### src/rtl/packet_framer_if.sv
// Header, payload and framed-output handshake bundle for packet_framer.
// slave is the framer's view; master is the view of whatever drives and consumes it.
interface packet_framer_if #(
    parameter int unsigned stream_w = 32
) ();
    logic [47:0]         h_addr;
    logic                h_valid;
    logic                h_ready;
    logic [stream_w-1:0] i_stream;
    logic                i_valid;
    logic                i_ready;
    logic                i_last;
    logic [stream_w-1:0] o_stream;
    logic                o_valid;
    logic                o_ready;
    logic                o_last;
    logic [stream_w-1:0] packet_length;
    logic                truncated;

    modport slave (
        input  h_addr, h_valid, i_stream, i_valid, i_last, o_ready,
        output h_ready, i_ready, o_stream, o_valid, o_last, packet_length, truncated
    );

    modport master (
        output h_addr, h_valid, i_stream, i_valid, i_last, o_ready,
        input  h_ready, i_ready, o_stream, o_valid, o_last, packet_length, truncated
    );
endinterface

### src/rtl/packet_framer.sv
// Prepends a two-word destination-address header to a payload stream and reports framed length.
// Define PACKET_FRAMER_TRUNCATE_EN to cap packets at max_packet_length words and drain the excess.
module packet_framer #(
    parameter int unsigned max_packet_length = 256,
    parameter int unsigned stream_w          = 32
) (
    input  logic           clk,
    input  logic           rst,
    packet_framer_if.slave bus
);
    localparam int unsigned       WCNT_W   = $clog2(max_packet_length) + 1;
    localparam logic [WCNT_W-1:0] WCNT_MAX = '1;

    typedef enum logic [2:0] {IDLE, HDR0, HDR1, PAYLOAD, DRAIN} state_t;

    state_t              state;
    logic [47:0]         addr;
    logic [WCNT_W-1:0]   wcnt;
    logic [stream_w-1:0] packet_length;

    logic                h_ready;
    logic                i_ready;
    logic                o_valid;
    logic                o_last;
    logic [stream_w-1:0] o_stream;
    logic                at_limit;
    logic                h_hs;
    logic                i_hs;
    logic                o_hs;

`ifdef PACKET_FRAMER_TRUNCATE_EN
    logic truncated;

    // The word on the output is the last one that still fits in the packet.
    assign at_limit = (wcnt == WCNT_W'(max_packet_length - 1));

    always_ff @(posedge clk) begin
        if (rst) truncated <= 1'b0;
        else     truncated <= (state == PAYLOAD) && i_hs && !bus.i_last && at_limit;
    end

    assign bus.truncated = truncated;
`else
    assign at_limit      = 1'b0;
    assign bus.truncated = 1'b0;
`endif

    // Output muxing: header words come from the address register, payload passes straight through.
    always_comb begin
        h_ready  = 1'b0;
        i_ready  = 1'b0;
        o_valid  = 1'b0;
        o_last   = 1'b0;
        o_stream = '0;
        case (state)
            IDLE: h_ready = 1'b1;
            HDR0: begin
                o_valid  = 1'b1;
                o_stream = stream_w'(addr[47:16]);
            end
            HDR1: begin
                o_valid  = 1'b1;
                o_stream = stream_w'(addr[15:0]);
            end
            PAYLOAD: begin
                o_stream = bus.i_stream;
                o_valid  = bus.i_valid;
                i_ready  = bus.o_ready;
                o_last   = bus.i_last | at_limit;
            end
            DRAIN: i_ready = 1'b1;
            default: ;
        endcase
    end

    assign h_hs = bus.h_valid & h_ready;
    assign i_hs = bus.i_valid & i_ready;
    assign o_hs = o_valid & bus.o_ready;

    // wcnt is the zero-based index of the word currently on the output, so wcnt+1 is the length so far.
    always_ff @(posedge clk) begin
        if (rst) begin
            state         <= IDLE;
            addr          <= '0;
            wcnt          <= '0;
            packet_length <= '0;
        end else begin
            if (o_hs && (wcnt != WCNT_MAX)) wcnt <= wcnt + WCNT_W'(1);
            if (o_hs && o_last) packet_length <= stream_w'(wcnt) + stream_w'(1);
            case (state)
                IDLE: begin
                    if (h_hs) begin
                        addr  <= bus.h_addr;
                        wcnt  <= '0;
                        state <= HDR0;
                    end
                end
                HDR0: if (o_hs) state <= HDR1;
                HDR1: if (o_hs) state <= PAYLOAD;
                PAYLOAD: begin
                    if (i_hs) begin
                        if (bus.i_last)    state <= IDLE;
                        else if (at_limit) state <= DRAIN;
                    end
                end
                DRAIN: if (i_hs && bus.i_last) state <= IDLE;
                default: state <= IDLE;
            endcase
        end
    end

    assign bus.h_ready       = h_ready;
    assign bus.i_ready       = i_ready;
    assign bus.o_valid       = o_valid;
    assign bus.o_last        = o_last;
    assign bus.o_stream      = o_stream;
    assign bus.packet_length = packet_length;
endmodule

### src/flat_wrapper.sv
// flat-port wrapper written by rule: the top's interface ports become plain ports
module packet_framer_flat 
#(
    parameter int unsigned max_packet_length = 256,
    parameter int unsigned stream_w          = 32
)
  (clk, rst, bus_h_addr, bus_h_valid, bus_i_stream, bus_i_valid, bus_i_last, bus_o_ready, bus_h_ready, bus_i_ready, bus_o_stream, bus_o_valid, bus_o_last, bus_packet_length, bus_truncated);
  packet_framer_if #(.stream_w(stream_w)) bus_i ();
  input  logic clk;
  input  logic rst;
  input wire logic [$bits(bus_i.h_addr)-1:0] bus_h_addr;
  input wire logic [$bits(bus_i.h_valid)-1:0] bus_h_valid;
  input wire logic [$bits(bus_i.i_stream)-1:0] bus_i_stream;
  input wire logic [$bits(bus_i.i_valid)-1:0] bus_i_valid;
  input wire logic [$bits(bus_i.i_last)-1:0] bus_i_last;
  input wire logic [$bits(bus_i.o_ready)-1:0] bus_o_ready;
  output wire logic [$bits(bus_i.h_ready)-1:0] bus_h_ready;
  output wire logic [$bits(bus_i.i_ready)-1:0] bus_i_ready;
  output wire logic [$bits(bus_i.o_stream)-1:0] bus_o_stream;
  output wire logic [$bits(bus_i.o_valid)-1:0] bus_o_valid;
  output wire logic [$bits(bus_i.o_last)-1:0] bus_o_last;
  output wire logic [$bits(bus_i.packet_length)-1:0] bus_packet_length;
  output wire logic [$bits(bus_i.truncated)-1:0] bus_truncated;
  assign bus_i.h_addr = bus_h_addr;
  assign bus_i.h_valid = bus_h_valid;
  assign bus_i.i_stream = bus_i_stream;
  assign bus_i.i_valid = bus_i_valid;
  assign bus_i.i_last = bus_i_last;
  assign bus_i.o_ready = bus_o_ready;
  assign bus_h_ready = bus_i.h_ready;
  assign bus_i_ready = bus_i.i_ready;
  assign bus_o_stream = bus_i.o_stream;
  assign bus_o_valid = bus_i.o_valid;
  assign bus_o_last = bus_i.o_last;
  assign bus_packet_length = bus_i.packet_length;
  assign bus_truncated = bus_i.truncated;
  packet_framer #(.max_packet_length(max_packet_length), .stream_w(stream_w)) u_core (.clk(clk), .rst(rst), .bus(bus_i));
endmodule
### config.mk
export PLATFORM = sky130hd
export DESIGN_NAME = packet_framer_flat
export DESIGN_NICKNAME = d
export VERILOG_FILES = /design/src/rtl/packet_framer_if.sv /design/src/rtl/packet_framer.sv /design/src/flat_wrapper.sv
export SDC_FILE = /design/constraint.sdc
export NUM_CORES = 1
export LEC_CHECK = 0
export CORE_UTILIZATION = 40
export CTS_CLUSTER_DIAMETER = 40
export DETAILED_ROUTE_END_ITERATION = 10
export GPL_ROUTABILITY_DRIVEN = 0
export GPL_TIMING_DRIVEN = 0
export HOLD_SLACK_MARGIN = 0.15
export PLACE_DENSITY_LB_ADDON = 0.2
export SETUP_SLACK_MARGIN = 0.1
export SYNTH_ARGS = -nofsm -noshare
export SYNTH_HDL_FRONTEND = slang
export SYNTH_SLANG_ARGS = --single-unit
### constraint.sdc
create_clock -name clk -period 6.1 [get_ports clk]
set_clock_uncertainty 0.15 [all_clocks]
set_input_delay 1.22 -clock clk [delete_from_list [all_inputs] [get_ports clk]]
set_output_delay 1.22 -clock clk [all_outputs]
set_load 0.005 [all_outputs]
== Word level (Yosys, flattened, before mapping) ==
Cells that the tools add are included.

* Add/sub/neg operators: 2
* Equality and inequality tests: 11
* Reduce and logical (&&, ||, !) cells: 7
* Multiplexer cells: 15
* Bitwise logic cells: 3

{| class="wikitable"
|+ Operators by type and width
! cell !! number
|-
| $pmux W32 S3 || 1
|-
| $mux W9 || 3
|-
| $mux W3 || 6
|-
| $pmux W3 S5 || 1
|-
| $add A9 B1 Y10 const B || 1
|-
| $ne A2 B1 Y1 const B || 5
|-
| $add A9 B1 Y9 const B || 1
|-
| $ne A9 B9 Y1 const B || 1
|-
| $eq A3 B2 Y1 const B || 2
|-
| $reduce_and A6 Y1 || 1
|-
| $pmux W1 S2 || 2
|-
| $and A1 B1 Y1 || 3
|-
| $eq A3 B1 Y1 const B || 1
|-
| $eq A3 B3 Y1 const B || 1
|-
| $logic_and A1 B1 Y1 || 3
|-
| $logic_not A3 Y1 || 1
|-
| $mux W1 || 2
|-
| $ne A2 B2 Y1 const B || 1
|-
| $reduce_and A2 Y1 || 1
|-
| $reduce_or A2 Y1 || 1
|}

* Input bits: 86
* Output and inout bits: 69
* Register bits: 92

== Depth between registers and ports, before layout ==
Gate-level depths: netlist (run 1).

* Depth after elaboration: 8
* Depth in mapped cells: 8
* Gate-level depth less buffers: 8

== Worst setup path after synthesis (run 1) ==
OpenSTA, ideal clock, no wires.

* Path kind: input -> output
* From: input port bus_i_stream[10]
* To: output port bus_o_stream[10]
* Stages on the path: 2
* Data arrival time: 1.599 ns
* Required time: 4.730 ns
* Setup slack: 3.131 ns
* Path through: a222oi_1 nor2_1

* Cells in the longest elaborated chain, start to end: 1

{| class="wikitable"
|+ RTL lines
! element !! line !! RTL
|-
| from (decl) || flat_wrapper.sv:13 || <nowiki>input wire logic [$bits(bus_i.i_stream)-1:0] bus_i_stream;</nowiki>
|-
| $pmux W32 S3 || packet_framer.sv:55 || <nowiki>case (state)</nowiki>
|-
| to (decl) || flat_wrapper.sv:19 || <nowiki>output wire logic [$bits(bus_i.o_stream)-1:0] bus_o_stream;</nowiki>
|}

Every way passes these cells.

== Final worst setup path (run 1) ==
* From: input port bus_i_stream[2]
* To: output port bus_o_stream[2]

Same word-level chain as after synthesis.

==> results of run 1 <==
[flip-flops by register name, indices dropped and copies added (netlist names)]
signal                    count
u_core.addr                  48
u_core.bus.packet_length     10
u_core.wcnt                   9
u_core.state                  2
[worst paths after layout]
kind         slack (ns)         endpoint             from
max                2.06  bus_o_stream[2]  bus_i_stream[2]
max reg2reg        3.36   u_core.wcnt[6]   u_core.wcnt[0]
min reg2reg        0.31  u_core.addr[36]  u_core.addr[36]
min                0.31  u_core.addr[36]  u_core.addr[36]
[final cells by class]
| cell class | instances | share of cell area, % |
|---|---|---|
| inverter | 5 | 0.370 |
| timing repair buffer | 130 | 25.7 |
| buffer | 55 | 6.17 |
| clock buffer | 12 | 3.06 |
| tap | 105 | 2.59 |
| clock inverter | 3 | 0.888 |
| multi-input combinational | 325 | 34.0 |
| sequential | 69 | 27.2 |
[per-stage QoR]
step                      std cells  hold WS [ns]  setup WS, ns  power (uW)
final                           704         0.305          2.06        1600
after global routing            704         0.321          1.91        1700
after CTS                       704         0.305          2.10        1600
after detailed placement        689         0.296          2.11        1220
after global placement          689         0.293          2.14        1210
after floorplan                 454         0.286          3.13         958
[logic make-up after synthesis]
family	Yosys count	share of synthesized area, %
adders and majority gates	7	2.61
other	1	0.112
DFF	69	41.1
and+or+nand+nor	176	22.1
xor gates and xnor gates	8	2.09
AOI/OAI and AO/OA	109	21.5
buffers and inverters	60	9.88
muxes	2	0.596
[metal layers]
| metal | vias to the layer above | GRT usage [%] | share of wire (%) |
|---|---|---|---|
| met3 | 15 | 6.18 | 9.1 |
| met4 | 0 | 9.49 | 1.9 |
| met1 | 1599 | 27.4 | 39 |
| li1 | 1757 | - | - |
| met2 | 164 | 42.8 | 50 |
| met5 | - | 0 | 0 |
[worst min-delay path, delay by kind of cell, from the launching register on]
kind               cells  cell delay, ns
and+or+nand+nor        1            0.05
DFF                    1            0.31
AOI/OAI and AO/OA      1            0.05
[cell usage after synthesis]
cell	instances
sky130_fd_sc_hd__a21oi_2	1
sky130_fd_sc_hd__a222oi_1	16
sky130_fd_sc_hd__o21a_1	1
sky130_fd_sc_hd__nor4_1	1
sky130_fd_sc_hd__or2_2	1
sky130_fd_sc_hd__a22oi_1	16
sky130_fd_sc_hd__ha_1	7
sky130_fd_sc_hd__nand2_1	106
sky130_fd_sc_hd__o21ai_0	3
sky130_fd_sc_hd__o211ai_1	1
sky130_fd_sc_hd__inv_1	5
sky130_fd_sc_hd__xor2_1	3
sky130_fd_sc_hd__buf_4	24
sky130_fd_sc_hd__and3_1	4
sky130_fd_sc_hd__dfxtp_1	69
sky130_fd_sc_hd__buf_1	3
sky130_fd_sc_hd__buf_6	2
sky130_fd_sc_hd__nor2_1	49
sky130_fd_sc_hd__xnor2_1	5
sky130_fd_sc_hd__o41ai_1	1
sky130_fd_sc_hd__or3_1	2
sky130_fd_sc_hd__clkbuf_1	25
sky130_fd_sc_hd__conb_1	1
sky130_fd_sc_hd__a21bo_2	1
sky130_fd_sc_hd__nand3_1	1
sky130_fd_sc_hd__and2_1	5
sky130_fd_sc_hd__o311a_1	1
sky130_fd_sc_hd__a211oi_1	7
sky130_fd_sc_hd__a31o_2	3
sky130_fd_sc_hd__mux2i_1	2
sky130_fd_sc_hd__nand2b_1	1
sky130_fd_sc_hd__o221ai_1	1
sky130_fd_sc_hd__a21oi_1	57
sky130_fd_sc_hd__nor3b_4	1
sky130_fd_sc_hd__nor3_2	1
sky130_fd_sc_hd__or3_4	1
sky130_fd_sc_hd__nand3b_1	1
sky130_fd_sc_hd__nand2b_4	1
sky130_fd_sc_hd__nand4_1	1
sky130_fd_sc_hd__buf_2	1
[cell usage in the layout, fill, tap and decap left out, drive strengths merged, types with 4 or more instances in the layout]
| master | instances |
|---|---|
| clkbuf | 37 |
| conb | 23 |
| a211oi | 7 |
| xnor2 | 5 |
| a21oi | 58 |
| inv | 5 |
| ha | 7 |
| dfxtp | 69 |
| clkdlybuf4s50 | 130 |
| a22oi | 16 |
| and2 | 5 |
| nand2 | 106 |
| buf | 30 |
| and3 | 4 |
| nor2 | 49 |
| a222oi | 16 |
[where the power goes]
group | switching, uW | internal, uW | total, uW
clock network | 168 | 209 | 377
registers | 40.1 | 518 | 558
logic | 399 | 264 | 663
==> metrics.md, run 1 <==
| Metric | Value |
|---|---|
| Status | `completed` |
| Proportion of layout cells with a drive suffix above 1 | `8.51%` |
| Number of cells on the worst hold path | `2` |
| Cells after Synth | `432` |
| Signed area change from the synthesized netlist to the final layout | `51.1%` |
| Cell repeated most along the worst path | `sky130_fd_sc_hd__clkdlybuf4s50_1` |
| Final worst-path cycle share | `66.2%` |
| Starting DRT DRC Count | `317` |
| Number of failing hold endpoints at the final stage | `0` |
| Syn avg cell area | `7.77 um^2` |
| Number of antenna violations at the first check in global routing | `0` |
| Number of setup buffers added after CTS | `0` |
| Stages on worst setup path | `4` |
| Number of cells on the worst reg-to-reg path | `8` |
| Transition time of the tightest slew-check pin | `0.659 ns` |
| Clock-pin slew of the registers on the worst-case setup and hold paths | `0.06 ns` |
| Critical path data required time | `4.73 ns` |
| Estimated wirelength of the detail-placed design | `7.63 mm` |
| Clock tree buffer depth | `2` |
| Lkg Pwr | `0.00190 uW` |
| Max Fclk | `247 MHz` |
| Maximum capacitance violations | `0` |
| Hold WC Path Type | `reg2reg` |
| Finished Cell Area | `5070 um^2` |
| Height of the chip | `93.6 um` |
| Maximum number of pins on one net before global-route repair | `12` |
| Multi-input gate area | `1730 um^2` |
| Sequential cell area | `1380 um^2` |
| Crit path launch type | `input pin` |
| Vias in the first global route | `3344` |
| Worst-path cell chain | `clkdlybuf4s50_1, a222oi_1, nor2_1, clkdlybuf4s50_1` |
| Insertion delay of the later-clocked pin in the worst-skew pair | `0.34 ns` |
| Seq cells post-synth | `69` |
| Normalized max-slew margin | `56.1%` |
| Core Rows | `33` |
| Worst-path cell with the longest stage delay | `sky130_fd_sc_hd__clkdlybuf4s50_1` |
| Unrepaired setup endpoints after global routing | `no` |
| Number of buffers added on ports | `130` |
| Master cell of the clock root buffer | `sky130_fd_sc_hd__clkbuf_8` |
| Post-layout nets | `688` |
| Peak supply drop | `0.162 mV` |
| Post-detailed-route count of antenna-violating nets | `0` |
| Period minus WS final | `4.04 ns` |
| Power density of the placed cells | `315 nW/um^2` |
| Cell type contributing the most total cell area after synthesis | `sky130_fd_sc_hd__dfxtp_1` |
| Share of the yosys chip area belonging to registers | `41.1%` |
| Worst Setup End Kind | `output port` |
| Post-CTS sizing | `0` |
| Number of H-tree levels | `3` |
| Top cells by area, synth | `sky130_fd_sc_hd__dfxtp_1, sky130_fd_sc_hd__nand2_1, sky130_fd_sc_hd__a21oi_1` |
| Warnings, synthesis | `0` |
| Combined area of all synthesized cells | `3360 um^2` |
| TritonCTS clock tree | `yes` |
| I/O pin count | `155` |
| Top cell family by delay on the critical path | `buffers and inverters` |
| Worst Path Arrival | `2.67 ns` |
| Number of buffers created by CTS | `9` |
| Total via count in the routed design | `3535` |
| Sum of buffers and inverters on the critical path | `2` |
| Aggregate global routing overflow | `0` |
| Antenna diode count | `0` |
| Worst-path fanout max | `1` |
| Proportion of netlist area held by the largest area contributor | `41.1%` |
| Cell area after placement | `4870 um^2` |
| Horizontal die dimension | `93.6 um` |
| Iteration count of the initial detailed-routing pass | `6` |
| Final setup violation count | `0` |
| Routed wire length per instance | `14.2 um` |
| DRC violation count after routing | `0` |
| GRT Resource Usage Total | `24.1%` |
| Global-route wire length before repair | `16.0 mm` |
| Largest stage delay on the critical path | `0.48 ns` |
| Via density per instance | `5.02` |
| Number of unique standard cell types used by synthesis | `40` |
| Max Transition Viols Final | `0` |
| Die Area | `8760 um^2` |
| Routed wire length | `10.0 mm` |
| Area of the core | `8180 um^2` |
| Sink count of the clock tree | `69` |
| CTS hold repair buffers | `0` |
| Startpoint-to-endpoint class of the critical path | `in2out` |
| Layout fillers | `734` |
| Starting density of the core | `41.1%` |
| Fin util | `62.0%` |
| Sum Neg Setup Slack | `0 ns` |
Power figures use the tool's default switching activity.
==> run 2: changes to the inputs <==
==> constraint.sdc (replaced) <==
create_clock -name clk -period 4.25 [get_ports clk]
set_clock_uncertainty 0.15 [all_clocks]
set_input_delay 0.85 -clock clk [delete_from_list [all_inputs] [get_ports clk]]
set_output_delay 0.85 -clock clk [all_outputs]
set_load 0.005 [all_outputs]
==> results of run 2 <==
The final DEF is identical to that of run 1. Status: completed.
Main changes from that run: setup slack after placement 2.11 ns -> 0.997 ns; clock-pin slew on the worst setup and hold paths 0.06 ns -> 0.07 ns; setup slack after layout 2.06 ns -> 0.625 ns; start point of the critical path bus_i_stream[2] -> u_core.state[0]; end point of the critical path bus_o_stream[2] -> bus_o_stream[15]; register-to-register setup slack 3.36 ns -> 1.51 ns; total power 1600 uW -> 2290 uW; worst IR drop on VDD 0.162 mV -> 0.233 mV
==> run 3: changes to the inputs <==
--- a/config.mk
+++ b/config.mk
@@ -5,7 +5,8 @@
 export SDC_FILE = /design/constraint.sdc
 export NUM_CORES = 1
 export LEC_CHECK = 0
-export CORE_UTILIZATION = 40
+export ABC_AREA = 1
+export CORE_UTILIZATION = 39
 export CTS_CLUSTER_DIAMETER = 40
 export DETAILED_ROUTE_END_ITERATION = 10
 export GPL_ROUTABILITY_DRIVEN = 0
==> constraint.sdc (replaced) <==
create_clock -name clk -period 2.9 [get_ports clk]
set_clock_uncertainty 0.15 [all_clocks]
set_input_delay 0.58 -clock clk [delete_from_list [all_inputs] [get_ports clk]]
set_output_delay 0.58 -clock clk [all_outputs]
set_load 0.005 [all_outputs]
==> run 3 against run 2 <==
Net effect:
- count of clock-buffer cells in the layout is 2 lower
- sequential power is 61% higher
- core utilization is 0.27 points higher
- synthesized cell count is 29% higher
- worst hold slack better by 0.010 ns
- register-to-register slack worse by 0.62 ns
- combinational power is 110% higher
- cell count is 19% higher
- area after synthesis is 8.6% higher
- sequential cell count stayed put
- critical endpoint is now bus_o_stream[12]
- largest power group unchanged
- highest routed layer unchanged
==> metrics.md, run 3 <==
| Metric | Value |
|---|---|
| Status | `completed (unchanged)` |
| Via density per instance | `4.67 (was 5.02)` |
| Number of H-tree levels | `3 (unchanged)` |
| CTS hold repair buffers | `0 (unchanged)` |
| Clock tree buffer depth | `2 (unchanged)` |
| Sum of buffers and inverters on the critical path | `6 (was 4)` |
| Async SR Flop Fraction | `0% (unchanged)` |
| Final worst-path cycle share | `94.2%` |
| Sequential group share of total power | `30.3% (was 34.9%)` |
| Proportion of layout cells with a drive suffix above 1 | `10.7% (was 8.51%)` |
| Number of buffers added on ports | `130 (unchanged)` |
| Iteration count of the initial detailed-routing pass | `5 (was 6)` |
| Registers with the highest flip-flop counts | `u_core.addr: 48 flops, u_core.bus.packet_length: 10 flops, u_core.wcnt: 9 flops (unchanged)` |
| Vias in the first global route | `3611 (was 3344)` |
| Startpoint-to-endpoint class of the critical path | `reg2out (unchanged)` |
| Most frequent cells after synthesis | `sky130_fd_sc_hd__nand2_1, sky130_fd_sc_hd__nor2_1, sky130_fd_sc_hd__dfxtp_1, sky130_fd_sc_hd__o21ai_0, sky130_fd_sc_hd__inv_1 (was sky130_fd_sc_hd__nand2_1, sky130_fd_sc_hd__dfxtp_1, sky130_fd_sc_hd__a21oi_1, sky130_fd_sc_hd__nor2_1, sky130_fd_sc_hd__clkbuf_1)` |
| Hold WC Path Type | `reg2reg (unchanged)` |
| Worst Setup End Kind | `output port (unchanged)` |
| Top cells by area, synth | `sky130_fd_sc_hd__dfxtp_1, sky130_fd_sc_hd__nand2_1, sky130_fd_sc_hd__nor2_1 (was sky130_fd_sc_hd__dfxtp_1, sky130_fd_sc_hd__nand2_1, sky130_fd_sc_hd__a21oi_1)` |
| Unrepaired setup endpoints after global routing | `yes (was no)` |
| Worst Path Arrival | `2.00 ns (was 2.63 ns)` |
| Routed wire length per instance | `12.8 um (was 14.2 um)` |
| Sum Neg Setup Slack | `0 ns (unchanged)` |
| Number of cells on the worst reg-to-reg path | `11 (was 8)` |
| Area of the core | `8890 um^2 (was 8180 um^2)` |
| Switching power as a share of total power | `37.8% (was 37.9%)` |
| Cells after Synth | `556 (was 432)` |
| Horizontal die dimension | `98.7 um (was 93.6 um)` |
| Antenna diode count | `0 (unchanged)` |
| Starting DRT DRC Count | `119 (was 317)` |
| Warnings, synthesis | `0 (unchanged)` |
| Multi-input gate area | `1880 um^2 (was 1730 um^2)` |
| Proportion of netlist area held by the largest area contributor | `37.9% (was 41.1%)` |
| Int Pwr | `2650 uW (was 1420 uW)` |
| Hold path endpoint | `u_core.bus.packet_length[0] (was u_core.addr[36])` |
| Crit path launch type | `flip-flop (unchanged)` |
| Cell type contributing the most total cell area after synthesis | `sky130_fd_sc_hd__dfxtp_1 (unchanged)` |
| Peak supply drop | `0.377 mV (was 0.233 mV)` |
| GRT Resource Usage Total | `22.3% (was 24.1%)` |
| Transition time of the tightest slew-check pin | `0.520 ns (was 0.659 ns)` |
| Clock-pin slew of the registers on the worst-case setup and hold paths | `0.08 ns (was 0.07 ns)` |
| Routed wire length | `10.7 mm (was 10.0 mm)` |
| Number of failing hold endpoints at the final stage | `0 (unchanged)` |
| Critical path data required time | `2.17 ns (was 3.25 ns)` |
| Syn avg cell area | `6.56 um^2 (was 7.77 um^2)` |
| Estimated wirelength of the detail-placed design | `8.13 mm (was 7.63 mm)` |
| I/O pin count | `155 (unchanged)` |
| Clock power share | `22.8% (was 23.6%)` |
| Switching power | `1610 uW (was 870 uW)` |
| Power density of the placed cells | `769 nW/um^2 (was 452 nW/um^2)` |
| Post-layout nets | `816 (was 688)` |
| Layout fillers | `841 (was 734)` |
| Worst-path cell chain | `inv_2, ha_1, buf_4, inv_6, buf_6, nand2_1, inv_1, clkdlybuf4s50_1 (was inv_1, ha_1, clkbuf_1, clkbuf_1, a222oi_1, nor2_1, clkdlybuf4s50_1)` |
| Signed area change from the synthesized netlist to the final layout | `51.9% (was 51.1%)` |
| Die Area | `9740 um^2 (was 8760 um^2)` |
| Worst-path cell with the longest stage delay | `sky130_fd_sc_hd__clkdlybuf4s50_1 (unchanged)` |
| Share of the yosys chip area belonging to registers | `37.9% (was 41.1%)` |
| Total via count in the routed design | `3903 (was 3535)` |
| Maximum capacitance violations | `0 (unchanged)` |
| Flip-flop count of the largest register after layout | `48 (unchanged)` |
| Maximum number of pins on one net before global-route repair | `13 (was 12)` |
| Normalized max-slew margin | `65.3% (was 56.1%)` |
| Sequential cell area | `1390 um^2 (was 1380 um^2)` |
| Register-to-register setup slack | `0.89 ns (was 1.51 ns)` |
| Max Transition Viols Final | `0 (unchanged)` |
| TritonCTS clock tree | `yes (unchanged)` |
| Lkg Pwr | `0.00260 uW (was 0.00190 uW)` |
| Commonest non-fill, non-tap cell in the layout | `sky130_fd_sc_hd__nand2_1 (was sky130_fd_sc_hd__clkdlybuf4s50_1)` |
| Most flop-heavy register | `u_core.addr (unchanged)` |
| Crit Reg-Reg Endpoint | `u_core.wcnt[2] (was u_core.wcnt[6])` |
| Worst-path fanout max | `10 (unchanged)` |
| Largest stage delay on the critical path | `0.52 ns (about the same)` |
| Global-route wire length before repair | `16.9 mm (was 16.0 mm)` |
| Number of unique standard cell types used by synthesis | `25 (was 40)` |
| Post-detailed-route count of antenna-violating nets | `0 (unchanged)` |
| Top flip-flop cell by instance count after synthesis | `sky130_fd_sc_hd__dfxtp_1 (unchanged)` |
| Leading cell type by number of instances after synthesis | `sky130_fd_sc_hd__nand2_1 (unchanged)` |
| Period minus WS final | `2.73 ns` |
| Height of the chip | `98.7 um (was 93.6 um)` |
| Number of antenna violations at the first check in global routing | `0 (unchanged)` |
| Number of synthesized flops with an enable pin | `0 (unchanged)` |
| Number of cells on the worst hold path | `2 (unchanged)` |
| Top cell family by delay on the critical path | `buffers and inverters (unchanged)` |
| Final setup violation count | `0 (unchanged)` |
| Core Rows | `34 (was 33)` |
| Share of total power in combinational logic | `46.9% (was 41.5%)` |
| Sink count of the clock tree | `69 (unchanged)` |
| Seq cells post-synth | `69 (unchanged)` |
| Origin of the worst min-delay path | `u_core.bus.packet_length[0] (was u_core.addr[36])` |
| Aggregate global routing overflow | `0 (unchanged)` |
| Number of buffers created by CTS | `9 (unchanged)` |
| Master cell of the clock root buffer | `sky130_fd_sc_hd__clkbuf_8 (unchanged)` |
| Max Fclk | `366 MHz` |
| Most used cells in the layout excluding fill and tap cells | `sky130_fd_sc_hd__nand2_1, sky130_fd_sc_hd__nor2_1, sky130_fd_sc_hd__clkdlybuf4s50_1 (was sky130_fd_sc_hd__clkdlybuf4s50_1, sky130_fd_sc_hd__nand2_1, sky130_fd_sc_hd__dfxtp_1)` |
| Insertion delay of the later-clocked pin in the worst-skew pair | `0.35 ns (was 0.34 ns)` |
| Fin util | `62.3% (was 62.0%)` |
| Source of the worst register-to-register timing path | `u_core.wcnt[0] (unchanged)` |
| Starting density of the core | `41.0% (was 41.1%)` |
| Combined area of all synthesized cells | `3650 um^2 (was 3360 um^2)` |
| DRC violation count after routing | `0 (unchanged)` |
[run 3: cells by family (layout without fill, tap and decap cells)]
logic type      count (synthesis)  after routing  synth area share [%]
simple gates                  305            305                  34.4
xor+xnor                        2              2                 0.480
flops                          69             69                  37.9
compound gates                 82             82                  11.7
other cells                     1             23                 0.103
buf+inv                        90            240                  13.0
fa+ha+maj                       7              7                  2.40
[run 3: worst max path at each step]
| stage | depth (start not counted) | start | end | slack [ns] |
|---|---|---|---|---|
| finish | 8 | u_core.state[0] | bus_o_stream[12] | 0.17 |
| global route | 9 | u_core.state[1] | bus_o_stream[13] | 0.08 |
| CTS | 7 | u_core.state[1] | bus_o_stream[21] | 0.10 |
| detailed placement | 7 | u_core.state[1] | bus_o_stream[23] | 0.12 |
| global placement | 7 | u_core.state[1] | bus_o_stream[31] | 0.13 |
| floorplan | 7 | u_core.state[0] | bus_o_stream[0] | 0.98 |
[run 3: area by class of cell]
class                           count  share of cell area [%]
Inverter                           36                    2.53
Sequential cell                    69                    25.0
Clock inverter                      6                    1.99
Buffer                             54                    7.48
Multi-Input combinational cell    419                    33.9
Clock buffer                       10                    2.48
Tap cell                          108                    2.44
Timing Repair Buffer              134                    24.1
[run 3: repair_timing]
action,CTS,global route
endpoints found under the setup margin,33,30
buffers inserted,2,2
hold endpoints to repair,0,0
resized for setup,24,18
[run 3: routing by layer]
metal  track usage (%)  up-vias  wire, um
met2              38.7      145      5100
met1              27.5     1727      4820
met4              8.61        0       210
met5                 0        -         0
li1                  -     2015         -
met3              3.90       16       587
[run 3: stage by stage]
| stage | worst slack, ns | power [uW] | hold WS, ns | area [um^2] | std cells |
|---|---|---|---|---|---|
| after CTS | 0.101 | 4220 | 0.320 | 5480 | 834 |
| after floorplan | 0.982 | 2430 | 0.305 | 3730 | 578 |
| after global placement | 0.130 | 3070 | 0.306 | 5170 | 816 |
| after detailed placement | 0.117 | 3120 | 0.307 | 5170 | 816 |
| final | 0.169 | 4260 | 0.316 | 5540 | 836 |
| after global routing | 0.0847 | 4560 | 0.338 | 5540 | 836 |
[run 3: worst min-delay path: cells and delay by family, from the launching register on]
family             cells  cell delay, ns
DFF                    1            0.31
and+or+nand+nor        1            0.06
AOI/OAI and AO/OA      1            0.05
[run 3: power by group through the flow]
stage	Combinational (uW)	Sequential, uW	Clock, uW
3_5_place_dp	1820	1300	0
5_1_grt	2210	1320	1030
4_1_cts	1940	1290	990
2_1_floorplan	1160	1270	0
3_3_place_gp	1780	1290	0
6_report	2000	1290	972
